==> src/rtl/pipe_ctrl_if.sv <==
// Pipeline-control bus between the decode/execute datapath and pipe_ctrl.
// The datapath side uses the master modport; the hazard controller uses the slave modport.
interface pipe_ctrl_if #(
    parameter int XLEN = 32
);
    logic [XLEN-1:0] instr_decode;
    logic [4:0]      rd_addr_exe;
    logic            mem_read_exe;
    logic            is_branch;
    logic            is_jal;
    logic            is_jalr;
    logic            br_true;
    logic [XLEN-1:0] br_decode;
    logic [XLEN-1:0] jal_decode;
    logic [XLEN-1:0] jalr_decode;
    logic            mc_start;
    logic            mc_done;

    logic            stall_if;
    logic            stall_id;
    logic            flush_id;
    logic            flush_if;
    logic            redirect;
    logic [XLEN-1:0] pc_target;
    logic [1:0]      state;
    logic            mc_err;
    logic [31:0]     stall_cnt;

    modport master (
        output instr_decode, rd_addr_exe, mem_read_exe, is_branch, is_jal, is_jalr,
               br_true, br_decode, jal_decode, jalr_decode, mc_start, mc_done,
        input  stall_if, stall_id, flush_id, flush_if, redirect, pc_target,
               state, mc_err, stall_cnt
    );

    modport slave (
        input  instr_decode, rd_addr_exe, mem_read_exe, is_branch, is_jal, is_jalr,
               br_true, br_decode, jal_decode, jalr_decode, mc_start, mc_done,
        output stall_if, stall_id, flush_id, flush_if, redirect, pc_target,
               state, mc_err, stall_cnt
    );
endinterface

==> src/rtl/pipe_ctrl.sv <==
// Pipeline hazard controller: load-use bubbles, multi-cycle unit waits with timeout,
// and control-transfer redirects resolved in ID.
module pipe_ctrl #(
    parameter int XLEN           = 32,
    parameter int LOAD_STALL_CYC = 1,
    parameter int MC_TIMEOUT     = 64
) (
    input  logic      clk,
    input  logic      rst_n,
    pipe_ctrl_if.slave bus
);
    typedef enum logic [1:0] {
        RUN      = 2'd0,
        LD_STALL = 2'd1,
        MC_WAIT  = 2'd2,
        ERR      = 2'd3
    } state_t;

    state_t          state_q, state_d;
    logic [2:0]      bub_q, bub_d;
    logic [7:0]      to_q, to_d;
    logic            err_q, err_d;
    logic [31:0]     cnt_q;

    logic [4:0]      rs1;
    logic [4:0]      rs2;
    logic            hazard;
    logic            stall;
    logic            redir;
    logic [XLEN-1:0] target;
    logic            unused_instr_bits;

    assign rs1 = bus.instr_decode[19:15];
    assign rs2 = bus.instr_decode[24:20];
    assign unused_instr_bits = ^{bus.instr_decode[XLEN-1:25], bus.instr_decode[14:0]};

    assign hazard = bus.mem_read_exe && (bus.rd_addr_exe != 5'd0) &&
                    ((bus.rd_addr_exe == rs1) || (bus.rd_addr_exe == rs2));

    always_comb begin
        state_d = state_q;
        bub_d   = bub_q;
        to_d    = to_q;
        err_d   = err_q;
        stall   = 1'b0;
        redir   = 1'b0;
        target  = '0;
        case (state_q)
            RUN: begin
                // mc_start outranks a load-use hazard, which in turn blocks any redirect
                if (bus.mc_start) begin
                    stall   = 1'b1;
                    to_d    = 8'd0;
                    state_d = MC_WAIT;
                end else if (hazard) begin
                    stall = 1'b1;
                    bub_d = 3'(LOAD_STALL_CYC - 1);
                    if (LOAD_STALL_CYC > 1) begin
                        state_d = LD_STALL;
                    end
                end else if (bus.is_jal) begin
                    redir  = 1'b1;
                    target = bus.jal_decode;
                end else if (bus.is_jalr) begin
                    redir  = 1'b1;
                    target = bus.jalr_decode;
                end else if (bus.is_branch && bus.br_true) begin
                    redir  = 1'b1;
                    target = bus.br_decode;
                end
            end
            LD_STALL: begin
                stall = 1'b1;
                bub_d = bub_q - 3'd1;
                if (bub_q == 3'd1) begin
                    state_d = RUN;
                end
            end
            MC_WAIT: begin
                stall = 1'b1;
                if (bus.mc_done) begin
                    to_d    = 8'd0;
                    state_d = RUN;
                end else begin
                    to_d = to_q + 8'd1;
                    if (to_q == 8'(MC_TIMEOUT - 1)) begin
                        err_d   = 1'b1;
                        state_d = ERR;
                    end
                end
            end
            default: begin
                stall = 1'b1;
            end
        endcase
    end

    always_ff @(posedge clk or negedge rst_n) begin
        if (!rst_n) begin
            state_q <= RUN;
            bub_q   <= 3'd0;
            to_q    <= 8'd0;
            err_q   <= 1'b0;
            cnt_q   <= 32'd0;
        end else begin
            state_q <= state_d;
            bub_q   <= bub_d;
            to_q    <= to_d;
            err_q   <= err_d;
            if (stall && (cnt_q != 32'hFFFF_FFFF)) begin
                cnt_q <= cnt_q + 32'd1;
            end
        end
    end

    // Controls are masked by rst_n so they drop the moment reset asserts, not at the next edge
    assign bus.stall_if  = stall & rst_n;
    assign bus.stall_id  = stall & rst_n;
    assign bus.flush_id  = stall & rst_n;
    assign bus.flush_if  = redir & rst_n;
    assign bus.redirect  = redir & rst_n;
    assign bus.pc_target = rst_n ? target : '0;
    assign bus.state     = state_q;
    assign bus.mc_err    = err_q;
    assign bus.stall_cnt = cnt_q;
endmodule

==> src/flat_wrapper.sv <==
// flat-port wrapper written by rule: the top's interface ports become plain ports
module pipe_ctrl_flat 
#(
    parameter int XLEN           = 32,
    parameter int LOAD_STALL_CYC = 1,
    parameter int MC_TIMEOUT     = 64
)
  (clk, rst_n, bus_instr_decode, bus_rd_addr_exe, bus_mem_read_exe, bus_is_branch, bus_is_jal, bus_is_jalr, bus_br_true, bus_br_decode, bus_jal_decode, bus_jalr_decode, bus_mc_start, bus_mc_done, bus_stall_if, bus_stall_id, bus_flush_id, bus_flush_if, bus_redirect, bus_pc_target, bus_state, bus_mc_err, bus_stall_cnt);
  pipe_ctrl_if #(.XLEN(XLEN)) bus_i ();
  input  logic clk;
  input  logic rst_n;
  input wire logic [$bits(bus_i.instr_decode)-1:0] bus_instr_decode;
  input wire logic [$bits(bus_i.rd_addr_exe)-1:0] bus_rd_addr_exe;
  input wire logic [$bits(bus_i.mem_read_exe)-1:0] bus_mem_read_exe;
  input wire logic [$bits(bus_i.is_branch)-1:0] bus_is_branch;
  input wire logic [$bits(bus_i.is_jal)-1:0] bus_is_jal;
  input wire logic [$bits(bus_i.is_jalr)-1:0] bus_is_jalr;
  input wire logic [$bits(bus_i.br_true)-1:0] bus_br_true;
  input wire logic [$bits(bus_i.br_decode)-1:0] bus_br_decode;
  input wire logic [$bits(bus_i.jal_decode)-1:0] bus_jal_decode;
  input wire logic [$bits(bus_i.jalr_decode)-1:0] bus_jalr_decode;
  input wire logic [$bits(bus_i.mc_start)-1:0] bus_mc_start;
  input wire logic [$bits(bus_i.mc_done)-1:0] bus_mc_done;
  output wire logic [$bits(bus_i.stall_if)-1:0] bus_stall_if;
  output wire logic [$bits(bus_i.stall_id)-1:0] bus_stall_id;
  output wire logic [$bits(bus_i.flush_id)-1:0] bus_flush_id;
  output wire logic [$bits(bus_i.flush_if)-1:0] bus_flush_if;
  output wire logic [$bits(bus_i.redirect)-1:0] bus_redirect;
  output wire logic [$bits(bus_i.pc_target)-1:0] bus_pc_target;
  output wire logic [$bits(bus_i.state)-1:0] bus_state;
  output wire logic [$bits(bus_i.mc_err)-1:0] bus_mc_err;
  output wire logic [$bits(bus_i.stall_cnt)-1:0] bus_stall_cnt;
  assign bus_i.instr_decode = bus_instr_decode;
  assign bus_i.rd_addr_exe = bus_rd_addr_exe;
  assign bus_i.mem_read_exe = bus_mem_read_exe;
  assign bus_i.is_branch = bus_is_branch;
  assign bus_i.is_jal = bus_is_jal;
  assign bus_i.is_jalr = bus_is_jalr;
  assign bus_i.br_true = bus_br_true;
  assign bus_i.br_decode = bus_br_decode;
  assign bus_i.jal_decode = bus_jal_decode;
  assign bus_i.jalr_decode = bus_jalr_decode;
  assign bus_i.mc_start = bus_mc_start;
  assign bus_i.mc_done = bus_mc_done;
  assign bus_stall_if = bus_i.stall_if;
  assign bus_stall_id = bus_i.stall_id;
  assign bus_flush_id = bus_i.flush_id;
  assign bus_flush_if = bus_i.flush_if;
  assign bus_redirect = bus_i.redirect;
  assign bus_pc_target = bus_i.pc_target;
  assign bus_state = bus_i.state;
  assign bus_mc_err = bus_i.mc_err;
  assign bus_stall_cnt = bus_i.stall_cnt;
  pipe_ctrl #(.XLEN(XLEN), .LOAD_STALL_CYC(LOAD_STALL_CYC), .MC_TIMEOUT(MC_TIMEOUT)) u_core (.clk(clk), .rst_n(rst_n), .bus(bus_i));
endmodule
==> config.mk <==
export PLATFORM = sky130hd
export DESIGN_NAME = pipe_ctrl_flat
export DESIGN_NICKNAME = d
export VERILOG_FILES = /design/src/rtl/pipe_ctrl_if.sv /design/src/rtl/pipe_ctrl.sv /design/src/flat_wrapper.sv
export SDC_FILE = /design/constraint.sdc
export NUM_CORES = 1
export LEC_CHECK = 0
export BUFFER_PORTS_ARGS = -buffer_cell sky130_fd_sc_hd__buf_2
export CORE_MARGIN = 8
export CORE_UTILIZATION = 31
export CTS_BUF_LIST = sky130_fd_sc_hd__clkbuf_8
export DETAILED_ROUTE_END_ITERATION = 7
export PLACE_DENSITY = 0.74
export SYNTH_ARGS = -nofsm -noshare
export SYNTH_HDL_FRONTEND = slang
export SYNTH_SLANG_ARGS = --single-unit
==> constraint.sdc <==
create_clock -name clk -period 3.05 [get_ports clk]
set_input_delay 0.1525 -clock clk [delete_from_list [all_inputs] [get_ports clk]]
set_output_delay 0.1525 -clock clk [all_outputs]
set_load 0.01 [all_outputs]
## After elaboration in Yosys (flattened, before gate mapping)

Index checks and enable logic that the tools add are counted.

- Bits in registers: 46
- Bits of input ports: 142
- Output and inout port bits: 72
- Word-level logic and storage cells: 64

- Add/sub/neg operators: 3
- Equal/unequal tests: 12
- Muxes and demuxes: 27
- Bitwise operators: 3
- Reduce and logical (&&, ||, !) cells: 14

Operator list:

| cell | count |
|---|---|
| two-way mux 32 bit | 7 |
| adder 32 x 1 -> 32 bit, second input constant | 1 |
| inequality test 32 bit, second input constant | 1 |
| two-way mux 8 bit | 2 |
| one-hot mux 8 bit (2 select lines) | 1 |
| == test 5 bit | 2 |
| two-way mux 1 bit | 9 |
| adder 8 x 1 -> 8 bit, second input constant | 1 |
| == test 8 x 6 -> 1 bit, second input constant | 1 |
| two-way mux 2 bit | 4 |
| two-way mux 3 bit | 2 |
| one-hot mux 2 bit (3 select lines) | 1 |
| one-hot mux 3 bit (2 select lines) | 1 |
| AND reduction 3 bit | 2 |
| nonzero test 5 bit | 1 |
| logical AND 1 bit | 4 |
| inequality test 2 x 1 -> 1 bit, second input constant | 2 |
| inequality test 2 bit, second input constant | 2 |
| AND reduction 4 bit | 1 |
| nonzero test 2 bit | 2 |
| == test 3 x 1 -> 1 bit, second input constant | 1 |
| inequality test 3 x 2 -> 1 bit, second input constant | 1 |
| nonzero test 3 bit | 1 |
| subtractor 3 x 1 -> 3 bit, second input constant | 1 |
| 7 further kinds | 8 |

## Longest topological paths before layout

- Depth in word-level cells: 8
- Mapped depth: 7
- Depth with buffers taken out: 7

## Worst setup path before layout

Ideal clock, no wire load.

- Path type: register to register
- From: reg u_core.cnt_q[0], in the netlist u_core.bus.stall_cnt[0]
- To: reg u_core.cnt_q[28], in the netlist u_core.bus.stall_cnt[28]
- Library setup time: 79 ps
- Data arrival time: 1873 ps
- Data required time: 2971 ps
- Path slack: 1098 ps
- Cell stages (with the launch flop): 8
- Buffers on the path: 0
- Clock period less this slack: 1952 ps
- Cell sequence: dfrtp_1 ha_1 nand4_2 nor3_4 nand2_2 or4_4 nor2_2 xor2_1

- Word-level cells in the longest chain between the ends: 2
- Elaborated cells on any way between the ends: 3
- Those cells by class: 1 x add/sub; 1 x eq/ne; 1 x reduce/logical

Ends and longest elaborated chain:

| item | line | text |
|---|---|---|
| from (decl) | pipe_ctrl.sv:23 | `logic [31:0] cnt_q;` |
| from (signal assigned) | pipe_ctrl.sv:111 | `cnt_q <= cnt_q + 32'd1;` |
| branches (longest 2 deep; another with adder 32 x 1 -> 32 bit) | n/a |  |

Parallel ways; which one is timed is not known.
A chain may end at the register's enable or synchronous reset.

## Final worst setup path

- From: reg u_core.state_q[1], in the netlist u_core.bus.state[1]
- To: out bus_redirect

- Word-level cells in the longest chain between the ends: 3

Ends and longest elaborated chain:

| item | line | text |
|---|---|---|
| from (decl) | pipe_ctrl.sv:19 | `state_t state_q, state_d;` |
| from (signal assigned) | pipe_ctrl.sv:106 | `state_q <= state_d;` |
| logical NOT 2 bit | pipe_ctrl.sv:48 | `case (state_q)` |
| two-way mux 1 bit | pipe_ctrl.sv:48 |  |
| AND 1 bit | pipe_ctrl.sv:121 | `assign bus.redirect = redir & rst_n;` |
| to (decl) | flat_wrapper.sv:28 | `output wire logic [$bits(bus_i.redirect)-1:0] bus_redirect;` |

No other way between the ends.

==> impl.org <==
** Power and ir drop
- Clock power share :: 20.1%
- Combinational cell fraction of total power :: 32.2%
- Int Pwr :: 1.12 mW
- Net switching is 36.1% of the power.
- The analysis attributes to net switching a power of 0.634 mW.
- Pwr/cell area :: 406 nW/µm²
- Per report_power, the sequential group accounts for 47.7% of the total.
- After layout, the design draws a total of 1.76 mW.
- For this design the static power due to leakage is 2.22 nW.
- The worst-case IR drop observed on VDD is 0.233 mV.

** STA
- Time the worst path needs with I/O delays and setup :: 2270 ps
- For the pin with the worst max-slew slack, the measured transition is 938 ps.
- Measured against its own limit, the worst slew margin works out to 37.0%.
- After layout, the worst path uses 74.5% of the clock period.
- Post-route setup TNS :: 0 ps
- RSZ-0062 raised after global routing :: false
- Setup Viol. Count Final :: 0
- Setup WS post-layout :: 778 ps
- Final Hold Vio Count :: 0
- On the final layout, the worst clock skew is 11.2 ps.
- Number of max-slew violations in the final report :: 0
- Derived from the worst setup path, the maximum achievable clock frequency is 440 MHz.
- Final hold analysis gives a worst-case slack of 20.9 ps.

** Hold path
- Worst hold-check path type :: primary input to asynchronous set/reset pin

** Critical path
- Cell Chain, Critical Path :: or3_1 > a21oi_2 > nand2_1 > buf_4 > a21oi_1 > buf_2
- For the worst setup path, the data required time is 2900 ps.
- Kind of start point of the critical path :: flip-flop
- At the worst endpoint, the arrival time is 2120 ps.
- The largest individual stage delay along the critical path comes from the cell sky130_fd_sc_hd__dfrtp_1.
- Broken down by cell family, the worst path's largest delay share belongs to simple AND/OR/NAND/NOR gates.
- Together, buffers and inverters on the worst path number 2.
- Crit Path Category :: flip-flop to output pin
- Critical Path Sink Type :: output pin
- Peak fanout along the critical path :: 33
- For this run, the slowest stage of the critical path takes 490 ps.

** Die
- Top-level I/O count :: 214
- Die width :: 117 µm
- The region available for standard cell placement spans 10100 µm².
- For this configuration, the core starts out at a cell density of 31.5%.
- Die Area :: 13800 µm²
- Row generation in the floorplan step produced 37 rows.
- Die Span Y :: 117 µm

** Layout
- Nets :: 714
- 0 antenna diodes ended up in the layout.
- The filler cells instantiated in the layout total 1021.
- Share of post-route cells with drive strength above 1 :: 38.2%
- Area added between synthesis and finish :: 35.8%
- At the end of the flow the core is filled with cells to 42.7%.

** Placement
- During placement, the flow inserted port buffers numbering 191.
- DPL Wire Length :: 9140 µm
- Timing analysis after detailed placement gives a worst setup slack of 912 ps.
- Routability-driven placement finished with a final weighted congestion of 0.876.

** GRT
- First-pass GRT wire length :: 18900 µm
- Global routing used 4.32% of the available met3 tracks.
- Number of antenna violations at the first check in global routing :: 0
- Most congested layer reported by global routing :: met2
- Global Route met1 Usage :: 20.1%
- Overall fraction of global-route tracks in use :: 16.1%
- Aggregate global routing overflow :: 0
- Global-route track usage on met2 :: 26.8%
- The via count of the first global-routing pass is 3550.
- Maximum number of pins on one net before global-route repair :: 47

** Synthesis
- A synthesized cell averages 8.22 µm².
- Post-synthesis cell type with the largest combined area :: sky130_fd_sc_hd__dfrtp_1
- Primary FF master, synth :: sky130_fd_sc_hd__dfrtp_1
- Synthesis produced a netlist with a net count of 534.
- Ranking of synthesized cells by area :: sky130_fd_sc_hd__dfrtp_1, sky130_fd_sc_hd__nor2_1, sky130_fd_sc_hd__xor2_1
- After synthesis the netlist holds a flip-flop and latch count of 46.
- Most instantiated library cell after synthesis :: sky130_fd_sc_hd__nor2_1
- After synthesis, the largest area contributor takes up 36.1% of total cell area.
- Area of the mapped netlist :: 3190 µm²
- Number of distinct library cell variants in the gate-level netlist after synthesis :: 49
- Commonest cells in the netlist :: sky130_fd_sc_hd__nor2_1, sky130_fd_sc_hd__dfrtp_1, sky130_fd_sc_hd__a21oi_1
- After synthesis, the share of flip-flops with an asynchronous set or reset is 100%.
- Yosys printed 0 warnings.
- Share of synthesized area occupied by flip-flops and latches :: 36.1%
- Count of flip-flops with a built-in enable after synthesis :: 0
- Cell count after synthesis :: 388

** CTS
- Post-CTS setup repair buffer count :: 0
- Gates resized during post-CTS repair numbered 0.
- In this run, post-CTS hold repair placed 0 buffers.
- Number of buffers created by CTS :: 5
- After clock tree synthesis, the clock-pin slew on the worst setup and hold paths is 90 ps.
- Buffers from clock root to sink, at most :: 2
- TritonCTS clock tree :: done
- Number of H-tree branching levels :: 2
- The cell sitting at the root of the clock tree is a sky130_fd_sc_hd__clkbuf_8.
- Clock latency on the worst-skew pair, taken at its later pin, is 300 ps.
- Clock tree synthesis found a total of 46 sinks.

** Route
- Post-detailed-route DRC marker count :: 0
- Number of design-rule violations left by the first detailed-router iteration :: 333
- Number of routed nets with antenna violations :: 0
- Number of vias per cell after detailed routing :: 5.13
- First drt pass iteration count :: 7
- Summed over all layers, the routed wires come to 11500 µm.
- Post-DR wirelength/cell :: 16.3 µm
- The routed layout has 3612 vias.

** Job
- Max-cap violations in this run came to 0.

** Outcome
- Result of the run :: complete, no violations
[cells by family after synthesis]
logic type      after synthesis  share of synthesized area [%]
compound gates               86                           17.5
xor+xnor                     42                           11.5
fa+ha+maj                     4                           1.57
buf+inv                      30                           4.08
flops                        46                           36.1
mux                           3                          0.981
simple gates                177                           28.2
[through the flow]
step | cell area, µm² | cells
floorplan | 3190 | 388
global placement | 4250 | 697
detailed placement | 4250 | 697
CTS | 4330 | 704
global route | 4330 | 704
finish | 4330 | 704
[power groups by stage]
stage | Combinational (mW) | Sequential [mW] | Clock (mW)
after floorplan | 0.292 | 0.855 | 0
after global placement | 0.549 | 0.839 | 0
after detailed placement | 0.571 | 0.849 | 0
after CTS | 0.572 | 0.837 | 0.368
after global routing | 0.635 | 0.859 | 0.393
final | 0.566 | 0.839 | 0.353
[layout by cell type (no fill, tap or decap), types with 2 or more instances in the layout]
cell type and count:
sky130_fd_sc_hd__nand2b_1 2, sky130_fd_sc_hd__a222oi_1 8, sky130_fd_sc_hd__and3_1 6, sky130_fd_sc_hd__and3_2 2, sky130_fd_sc_hd__buf_4 6, sky130_fd_sc_hd__xnor2_1 15, sky130_fd_sc_hd__a22oi_1 24, sky130_fd_sc_hd__nor2_1 78
sky130_fd_sc_hd__nand4b_1 3, sky130_fd_sc_hd__and2_1 3, sky130_fd_sc_hd__a31oi_1 2, sky130_fd_sc_hd__nor4_1 8, sky130_fd_sc_hd__mux2i_1 2, sky130_fd_sc_hd__nor2b_1 2, sky130_fd_sc_hd__xor2_1 27, sky130_fd_sc_hd__inv_1 6
sky130_fd_sc_hd__nor3_4 2, sky130_fd_sc_hd__buf_2 191, sky130_fd_sc_hd__nor3_1 10, sky130_fd_sc_hd__nand3_1 19, sky130_fd_sc_hd__a21oi_1 29, sky130_fd_sc_hd__nand2_1 23, sky130_fd_sc_hd__o22ai_1 2, sky130_fd_sc_hd__o21ai_0 14
sky130_fd_sc_hd__o2111ai_1 2, sky130_fd_sc_hd__clkbuf_8 5, sky130_fd_sc_hd__dfrtp_1 46, sky130_fd_sc_hd__nand4_2 2, sky130_fd_sc_hd__clkinv_2 2, sky130_fd_sc_hd__ha_1 4, sky130_fd_sc_hd__or3_1 2, sky130_fd_sc_hd__and4_1 4
[routing by layer]
metal	wire [µm]	share of wire, %	vias to the layer above
met1	4830	42	1731
met4	168	1.5	0
met2	5700	50	121
met3	768	6.7	17
li1	-	-	1743
met5	0	0	-
[final cells by class]
type | count | area (µm²) | area share [%]
Sequential cell | 46 | 1150 | 26.6
Multi-Input combinational cell | 312 | 1910 | 44.0
Inverter | 6 | 22.5 | 0.520
Clock inverter | 2 | 10.0 | 0.231
Timing Repair Buffer | 197 | 1000 | 23.1
Clock buffer | 5 | 68.8 | 1.59
Tap cell | 136 | 170 | 3.93
[flip-flops by register name (all words and copies together), names as in the netlist]
signal                flops
u_core.bus.mc_err         1
u_core.bus.state          2
u_core.bus.stall_cnt     32
u_core.bub_q              3
u_core.to_q               8
[worst reg2reg max path, stage by stage (launching register included)]
cell	delay (ps)
sky130_fd_sc_hd__dfrtp_1	440
sky130_fd_sc_hd__ha_1	240
sky130_fd_sc_hd__nand4_2	200
sky130_fd_sc_hd__nor3_4	300
sky130_fd_sc_hd__nand2_2	130
sky130_fd_sc_hd__or4_4	530
sky130_fd_sc_hd__nor2_2	100
sky130_fd_sc_hd__xor2_1	140
[path summary, 6_finish.rpt]
| path | end | cells after the start | slack, ps | from |
|---|---|---|---|---|
| max | bus_redirect | 6 | 780 | u_core.bus.state[1]$_DFFE_PN0P_ |
| min | u_core.bus.stall_cnt[16]$_DFFE_PN0P_ | 2 | 20 | rst_n |
| min reg2reg | u_core.bus.stall_cnt[28]$_DFFE_PN0P_ | 1 | 490 | u_core.bus.stall_cnt[28]$_DFFE_PN0P_ |
| min in group clk | u_core.bus.state[1]$_DFFE_PN0P_ | 2 | 90 | bus_mc_done |
| max reg2reg | u_core.bus.stall_cnt[28]$_DFFE_PN0P_ | 7 | 910 | u_core.bus.stall_cnt[0]$_DFFE_PN0P_ |
| max in group asynchronous | u_core.bus.stall_cnt[6]$_DFFE_PN0P_ | 2 | 2630 | rst_n |
No activity file was read; power rests on OpenSTA's default activity.
